$ cat src/rtl/tm_pkg.sv
// Shared Tsetlin Machine constants and the XIN loader state encoding.
// Imported by both the classifier and the input loader.
package tm_pkg;

   localparam int          TM_LA_CHUNKS  = 49;
   localparam int          TM_DATA_WIDTH = 32;
   localparam int          TM_ADDR_WIDTH = 6;
   localparam logic [31:0] TM_FILTER     = 32'hFFFF_FFFF;

   typedef enum logic {
      LOAD = 1'b0,
      FULL = 1'b1
   } load_state_t;

endpackage

$ cat src/rtl/xin_bank.sv
// One literal-chunk bank: synchronous write, asynchronous read.
// Out-of-range read addresses return zero.
module xin_bank
   import tm_pkg::*;
#(
   parameter int DEPTH      = TM_LA_CHUNKS,
   parameter int DATA_WIDTH = TM_DATA_WIDTH,
   parameter int ADDR_WIDTH = TM_ADDR_WIDTH
) (
   input  logic                  i_clk,
   input  logic                  i_we,
   input  logic [ADDR_WIDTH-1:0] i_wr_addr,
   input  logic [DATA_WIDTH-1:0] i_wr_data,
   input  logic [ADDR_WIDTH-1:0] i_rd_addr,
   output logic [DATA_WIDTH-1:0] o_rd_data
);

   logic [DATA_WIDTH-1:0] r_mem [DEPTH];

   always_ff @(posedge i_clk) begin
      if (i_we) begin
         r_mem[i_wr_addr] <= i_wr_data;
      end
   end

   assign o_rd_data = (int'(i_rd_addr) < DEPTH) ? r_mem[i_rd_addr] : '0;

endmodule

$ cat src/rtl/tm_xin_loader.sv
// Ping-pong input-literal loader: streams one sample into the write bank while the
// classifier reads the committed bank, then swaps and strobes tm_start.
module tm_xin_loader
   import tm_pkg::*;
#(
   parameter int                    LA_CHUNKS  = TM_LA_CHUNKS,
   parameter int                    DATA_WIDTH = TM_DATA_WIDTH,
   parameter int                    ADDR_WIDTH = TM_ADDR_WIDTH,
   parameter logic [DATA_WIDTH-1:0] FILTER     = TM_FILTER
) (
   input  logic                  clk,
   input  logic                  rst_flag,
   input  logic [DATA_WIDTH-1:0] s_data,
   input  logic                  s_valid,
   input  logic                  s_last,
   output logic                  s_ready,
   input  logic [ADDR_WIDTH-1:0] rd_addr,
   output logic [DATA_WIDTH-1:0] rd_data,
   output logic                  tm_start,
   input  logic                  tm_done,
   output logic                  busy,
   output logic                  err,
   output logic [15:0]           frame_count
);

   localparam logic [ADDR_WIDTH-1:0] LAST_PTR = ADDR_WIDTH'(LA_CHUNKS - 1);

   load_state_t           r_state;
   load_state_t           w_state_nxt;
   logic [ADDR_WIDTH-1:0] r_wr_ptr;
   logic                  r_wr_sel;
   logic                  r_rd_sel;
   logic                  r_running;
   logic                  r_done_q;
   logic                  r_tm_start;
   logic                  r_err;
   logic [15:0]           r_frame_count;

   logic                  w_xfer;
   logic                  w_at_last;
   logic                  w_frame_err;
   logic                  w_commit;
   logic                  w_done_ev;
   logic                  w_free;
   logic                  w_swap;
   logic [DATA_WIDTH-1:0] w_wr_data;
   logic [DATA_WIDTH-1:0] w_rd_data0;
   logic [DATA_WIDTH-1:0] w_rd_data1;

   assign s_ready     = rst_flag && (r_state == LOAD);
   assign w_xfer      = s_valid && s_ready;
   assign w_at_last   = (r_wr_ptr == LAST_PTR);
   assign w_frame_err = w_xfer && (s_last != w_at_last);
   assign w_commit    = w_xfer && s_last && w_at_last;
   // Edge detect so a full_done left high from the previous run cannot end the new one.
   assign w_done_ev   = tm_done && !r_done_q && r_running;
   assign w_free      = !r_running || w_done_ev;
   assign w_wr_data   = w_at_last ? (s_data & FILTER) : s_data;

   always_comb begin
      w_state_nxt = r_state;
      w_swap      = 1'b0;
      case (r_state)
         LOAD: begin
            if (w_commit) begin
               if (w_free) begin
                  w_swap = 1'b1;
               end else begin
                  w_state_nxt = FULL;
               end
            end
         end
         FULL: begin
            if (w_done_ev) begin
               w_swap      = 1'b1;
               w_state_nxt = LOAD;
            end
         end
         default: w_state_nxt = LOAD;
      endcase
   end

   always_ff @(posedge clk) begin
      if (!rst_flag) begin
         r_state       <= LOAD;
         r_wr_ptr      <= '0;
         r_wr_sel      <= 1'b1;
         r_rd_sel      <= 1'b0;
         r_running     <= 1'b0;
         r_done_q      <= 1'b0;
         r_tm_start    <= 1'b0;
         r_err         <= 1'b0;
         r_frame_count <= '0;
      end else begin
         r_state    <= w_state_nxt;
         r_done_q   <= tm_done;
         r_tm_start <= w_swap;
         if (w_frame_err) begin
            r_err <= 1'b1;
         end
         // Both a commit and a framing error restart the frame at chunk 0.
         if (w_xfer) begin
            r_wr_ptr <= (s_last || w_at_last) ? '0 : r_wr_ptr + ADDR_WIDTH'(1);
         end
         if (w_done_ev) begin
            r_running     <= 1'b0;
            r_frame_count <= r_frame_count + 16'd1;
         end
         if (w_swap) begin
            r_rd_sel  <= r_wr_sel;
            r_wr_sel  <= !r_wr_sel;
            r_running <= 1'b1;
         end
      end
   end

   xin_bank #(
      .DEPTH      (LA_CHUNKS),
      .DATA_WIDTH (DATA_WIDTH),
      .ADDR_WIDTH (ADDR_WIDTH)
   ) u_bank0 (
      .i_clk     (clk),
      .i_we      (w_xfer && !r_wr_sel),
      .i_wr_addr (r_wr_ptr),
      .i_wr_data (w_wr_data),
      .i_rd_addr (rd_addr),
      .o_rd_data (w_rd_data0)
   );

   xin_bank #(
      .DEPTH      (LA_CHUNKS),
      .DATA_WIDTH (DATA_WIDTH),
      .ADDR_WIDTH (ADDR_WIDTH)
   ) u_bank1 (
      .i_clk     (clk),
      .i_we      (w_xfer && r_wr_sel),
      .i_wr_addr (r_wr_ptr),
      .i_wr_data (w_wr_data),
      .i_rd_addr (rd_addr),
      .o_rd_data (w_rd_data1)
   );

   assign rd_data     = r_rd_sel ? w_rd_data1 : w_rd_data0;
   assign tm_start    = r_tm_start;
   assign busy        = r_running;
   assign err         = r_err;
   assign frame_count = r_frame_count;

endmodule

$ cat config.mk
export PLATFORM = sky130hd
export DESIGN_NAME = tm_xin_loader
export DESIGN_NICKNAME = d
export VERILOG_FILES = /design/src/rtl/tm_pkg.sv /design/src/rtl/xin_bank.sv /design/src/rtl/tm_xin_loader.sv
export SDC_FILE = /design/constraint.sdc
export NUM_CORES = 2
export LEC_CHECK = 0
export ABC_AREA = 1
export CAP_MARGIN = 25
export CORE_MARGIN = 4
export CORE_UTILIZATION = 45
export CTS_BUF_LIST = sky130_fd_sc_hd__clkbuf_4
export CTS_CLUSTER_SIZE = 40
export DETAILED_ROUTE_END_ITERATION = 10
export HOLD_SLACK_MARGIN = 0.1
export RECOVER_POWER = 50
export REMOVE_ABC_BUFFERS = 1
export SETUP_SLACK_MARGIN = 0.1
export SLEW_MARGIN = 20
export SYNTH_ARGS = -nofsm -noshare
export SYNTH_HDL_FRONTEND = slang
export SYNTH_HIERARCHICAL = 1
export SYNTH_SLANG_ARGS = --single-unit
$ cat constraint.sdc
create_clock -name clk -period 9.3 [get_ports clk]
set_input_delay 1.86 -clock clk [delete_from_list [all_inputs] [get_ports clk]]
set_output_delay 1.86 -clock clk [all_outputs]
set_load 0.02 [all_outputs]
### Word level (Yosys, flattened, before mapping)

Memories as Yosys holds them, arrays and structs flattened.
Cells that the tools add are included.

* memories: 2
* bits in latches: 0
* register bits: 29
* RAM bits: 3136
* word-level logic and storage cells: 50
* output and inout port bits: 52
* ROM bits: 0
* input bits: 43

Memories
* u_bank0.r_mem: depth 49, bits a word 32, read ports 1, clocked after Yosys merged registers in 0, write ports 1, line xin_bank.sv:18 `logic [DATA_WIDTH-1:0] r_mem [DEPTH];`
* u_bank1.r_mem: depth 49, bits a word 32, read ports 1, clocked after Yosys merged registers in 0, write ports 1, line xin_bank.sv:18

* order comparisons: 1
* multiply operators: 0
* bitwise operators: 1
* mux-type cells: 18
* eq/ne operators: 2
* div/mod/pow operators: 0
* add/subtract/negate cells: 2
* reductions and logical operators: 15
* shift-type cells: 0

Operators by type and width (number)
* 32-bit two-way mux: 3
* 16-bit by 1-bit adder with 16-bit output, second input constant: 1
* 1-bit two-way mux: 12
* 1-bit logical AND: 9
* 6-bit by 1-bit adder with 6-bit output, second input constant: 1
* 6-bit equality test, second input constant: 1
* 6-bit less-than comparator, second input constant: 1
* 6-bit two-way mux: 1
* 1-bit one-hot mux with 2 select lines: 2
* 1-bit zero test: 3
* 1-bit logical OR: 2
* 2-bit nonzero test: 1
* 1-bit inequality test: 1
* 1-bit NOT: 1

### Longest topological paths before layout

* depth in word-level cells: 8
* mapped depth: 15
* mapped depth without buffers: 11

### By module

Netlist, hierarchy kept.

By module, submodules not included
* xin_bank: cells each 5947, times used 2, sequential area each 47085.2 sq um, area an instance 65049.9 sq um
* tm_xin_loader: cells each 229, times used 1, sequential area each 580.6 sq um, area an instance 1799.2 sq um

### Least setup slack after synthesis

Ideal clock, no wire load.

* path type: input to register
* from: input port rst_flag
* to: memory u_bank0/r_mem[48][0] in the netlist's numbering (enable)
* path buffers: 4
* setup time: 0.501 ns
* arrival: 6.108 ns
* slack: 2.691 ns
* stages on the path: 9
* data required time: 8.799 ns
* path through: buf_4 > nand3_2 > buf_6 > nor2_1 > clkbuf_1 > nand2_1 > or2_2 > clkbuf_1 > nor4_1

* longest elaborated chain between the ends: 5

RTL lines
* start, declared: line tm_xin_loader.sv:12 `input logic rst_flag,`
* 1-bit logical AND: line tm_xin_loader.sv:50 `assign s_ready = rst_flag && (r_state == LOAD);`
* 1-bit logical AND: line tm_xin_loader.sv:51 `assign w_xfer = s_valid && s_ready;`
* 1-bit logical AND: line tm_xin_loader.sv:123 `.i_we (w_xfer && !r_wr_sel),`
* 1-bit two-way mux: line xin_bank.sv:21 `if (i_we) begin`
* 1-bit two-way mux (not written as such): line xin_bank.sv:22 `r_mem[i_wr_addr] <= i_wr_data;`
* end, declared: line xin_bank.sv:18

Every way passes these cells.

### Worst setup path after layout

* from: input port rd_addr[0]
* to: output port rd_data[1]

* longest elaborated chain between the ends: 3
* elaborated cells between the ends (all ways): 6
* those cells by class: order compare: 1; mux: 3; memory: 2

RTL lines
* start, declared: line tm_xin_loader.sv:17 `input logic [ADDR_WIDTH-1:0] rd_addr,`
* memory read 49 x 32 bit / 6-bit less-than comparator (equally long branches)
* 32-bit two-way mux *: line xin_bank.sv:26 `assign o_rd_data = (int'(i_rd_addr) < DEPTH) ? r_mem[i_rd_addr] : '0;`
* via w_rd_data0[1]: line tm_xin_loader.sv:47 `logic [DATA_WIDTH-1:0] w_rd_data0;`
* 32-bit two-way mux *: line tm_xin_loader.sv:143 `assign rd_data = r_rd_sel ? w_rd_data1 : w_rd_data0;`
* end, declared: line tm_xin_loader.sv:18 `output logic [DATA_WIDTH-1:0] rd_data,`

The timed path passes the listed nets; every way through them passes the cells marked *.

==> impl_metrics.tcl <==
set metrics [dict create \
    status "finished, violations left" \
    violations "max-capacitance violations, max-slew violations" \
    synthArstFlopShare_pct 0 \
    path_delay_family "buffers and inverters" \
    hp-class "reg -> reg" \
    post_cts_resized 0 \
    crit_slowest_cell "clkdlybuf4s50_1" \
    slew_viol_final 3197 \
    critPathMostFrequentCell "nand2_1" \
    layout.nets 12658 \
    clkLatencyLatePin_ns 1.37 \
    hpwl_um 212600 \
    cts.htree.levels 6 \
    die-width_um 549.4 \
    die_y_um 549.4 \
    ys.flop_type "edfxtp_1" \
    drt_first_pass_iters 9 \
    grt_remaining_overflow 0 \
    dr.first_iter.drc_count 10559 \
    p_seq_share_pct 54.0 \
    ant_nets 0 \
    p_switching_mw 7.049 \
    met3_usage_pct 4.263 \
    antenna_found_initial 23 \
    path_class "in -> out" \
    critPathLaunchType "input pin" \
    initial_core_util_pct 45.27 \
    synth-edff-count 3136 \
    areaGrowthSynthToFinish_pct 12.03 \
    yosysTopAreaCell "edfxtp_1" \
    post-cts-setup-buffers 0 \
    hold_slack_ns 0.4956 \
    rows 198 \
    peakVddDrop_mv 0.1312 \
    fin_crit_ns 7.900 \
    drt_wl_total_um 399500 \
    cap_violations 62 \
    power_frac_clock_pct 39.5 \
    grt_util_met2_pct 40.80 \
    cpPeakStageDelay_ns 0.64 \
    io_buffers 94 \
    cp.arrival_ns 6.04 \
    syn_inst 12123 \
    yosysMostFrequentCell "nand2_1" \
    ys_seq_area_share_pct 71.84 \
    sw_frac_of_total_pct 24.20 \
    synth_top_cells_by_area "edfxtp_1 (71%), nand2_1 (9.2%), nor2_1 (4.9%), nand3_1 (4.7%), inv_1 (3.1%)" \
    synth.top_cell.area_share_pct 71.40 \
    place_congestion 0.9053 \
    crit_path_end_kind "primary output" \
    vias 92233 \
    core_area_um2 291300 \
    finalSetupViolations 0 \
    finalHoldViolCount 0 \
    clock.fmax_ghz 0.1266 \
    p_leak_nw 56.71 \
    grt_usage_pct 25.76 \
    maxSlewHeadroom_pct -195.6 \
    syn-cell-area_um2 131900 \
    worst_slew_pin_slew_ns 4.434 \
    post-route-util_pct 50.72 \
    design_area_um2 147800 \
    io_pins 95 \
    cts_made_buffers 799 \
    grt_max_degree 168 \
    p_int_mw 22.07 \
    synth_cell_types 32 \
    timing.critical_path.buf_inv 4 \
    drive_above_1_share_pct 12.50 \
    yosys_warnings 6 \
    place_area_um2 138000 \
    cts_tree "done" \
    p_comb_share_pct 6.5 \
    total_power_mw 29.12 \
    cts_buffer_depth 4 \
    grt_pass1_wl_um 576700 \
    syn_area_per_cell_um2 10.88 \
    use_met1_pct 34.86 \
    cts-root-buf "clkbuf_4" \
    setup_tns_ns 0 \
    crit_chain "buf_8 > inv_8 > buf_4 > nand2_1 > nand2_1 > nand2_1 > nand3_1 > nand3_1 > nand2_1 > nand3_1 > a21oi_1 > mux2_2 > clkdlybuf4s50_1" \
    viasPerCell 5.398 \
    drcViolationCount 0 \
    wire_per_inst_um 23.38 \
    clock_skew_ns 0.1143 \
    hold_buffers 0 \
    grt_pass1_vias 88086 \
    busiest_layer "met2" \
    fin_crit_sh_pct 84.95 \
    clk_pin_slew_worst_paths_ns 0.06 \
    ys_ff_latch 3165 \
    path_max_fanout 120 \
    power.density_nw_per_um2 197.1 \
    required_ns 7.44 \
    synth_common_cells "nand2_1 (3243), edfxtp_1 (3136), nor2_1 (1722), nand3_1 (1242), inv_1 (1072)" \
    dieArea_um2 301800 \
    cts_sinks 3165 \
    rsz0062_at_grt "no" \
]
-- kinds of logic after synthesis --
logic type	share of synthesized area, %
simple gates	19.08
flops	71.84
buf+inv	5.238
compound gates	3.527
mux	0.2732
fa+ha+maj	0.03795
xor+xnor	0.006641
-- stage by stage --
step                      worst slack [ns]  std cells
after global placement               1.526      15697
after detailed placement             1.512      15705
after CTS                            1.525      17052
after floorplan                     -1.696      11460
after global routing                 1.321      17060
final                                1.400      17085
-- path summary, 6_finish.rpt --
path / start / end / slack, ns / depth (start not counted)
setup / recovery: rd_addr[0] / rd_data[1] / 1.40 / 13
hold / removal: frame_count[1] / frame_count[1] / 0.50 / 2
setup reg to reg: r_state / u_bank1/r_mem[21][3] / 4.79 / 6
hold reg to reg: frame_count[1] / frame_count[1] / 0.50 / 2
-- tightest hold or removal path, cell delays in order, from the launching register on --
cell and delay (ns):
dfxtp_1 0.34, inv_1 0.06, a21oi_1 0.05
-- final cells by class --
type	instances	area [um^2]
Fill cell	25983	143600
Multi-Input combinational cell	7212	30990
Tap cell	3900	4880
Clock buffer	1184	8889
Antenna cell	28	70.07
Clock inverter	163	954.7
Timing Repair Buffer	350	3120
Inverter	1083	4106
Sequential cell	3165	94750
-- routing by layer --
metal	vias to the layer above	wire, um
met5	-	49
met4	8	19480
met3	763	34810
met2	4512	184400
met1	44946	160700
li1	42004	-
-- cells in the final DEF, fill, tap and decap left out, types with 4 or more instances in the layout --
master,instances
nor2_1,1626
nor2_2,7
mux2_2,32
inv_6,12
nand4_1,11
clkinv_2,17
clkinv_1,104
diode_2,28
clkinv_8,4
clkdlybuf4s50_1,44
or2_2,4
o21ai_0,650
edfxtp_1,3136
clkbuf_1,67
nor3b_1,4
buf_16,4
nor2_4,96
a21oi_1,272
dfxtp_1,29
ha_1,4
nor3_1,4
nand3_1,1243
clkinvlp_4,7
inv_2,13
buf_8,5
buf_12,40
clkbuf_4,1184
inv_1,1070
buf_4,185
nand2_1,3243
inv_8,7
clkinv_4,6
nor4_2,4
bufinv_16,5
-- power by group through the flow --
stage	Sequential, mW	Combinational [mW]	Clock, mW
2_1_floorplan	16.0	0.825	0
3_3_place_gp	16.0	1.86	0
4_1_cts	15.7	1.88	11.8
6_report	15.7	1.89	11.5
3_5_place_dp	16.0	1.88	0
5_1_grt	15.7	2.02	12.6
-- registers in the layout, indices dropped and copies added, names as in the netlist --
| name | cells |
|---|---|
| err | 1 |
| u_bank1/r_mem | 1568 |
| frame_count | 16 |
| r_done_q | 1 |
| r_state | 1 |
| tm_start | 1 |
| r_rd_sel | 1 |
| u_bank0/r_mem | 1568 |
| r_wr_sel | 1 |
| busy | 1 |
| r_wr_ptr | 6 |
Note: power is estimated with default switching activity, not from simulation.
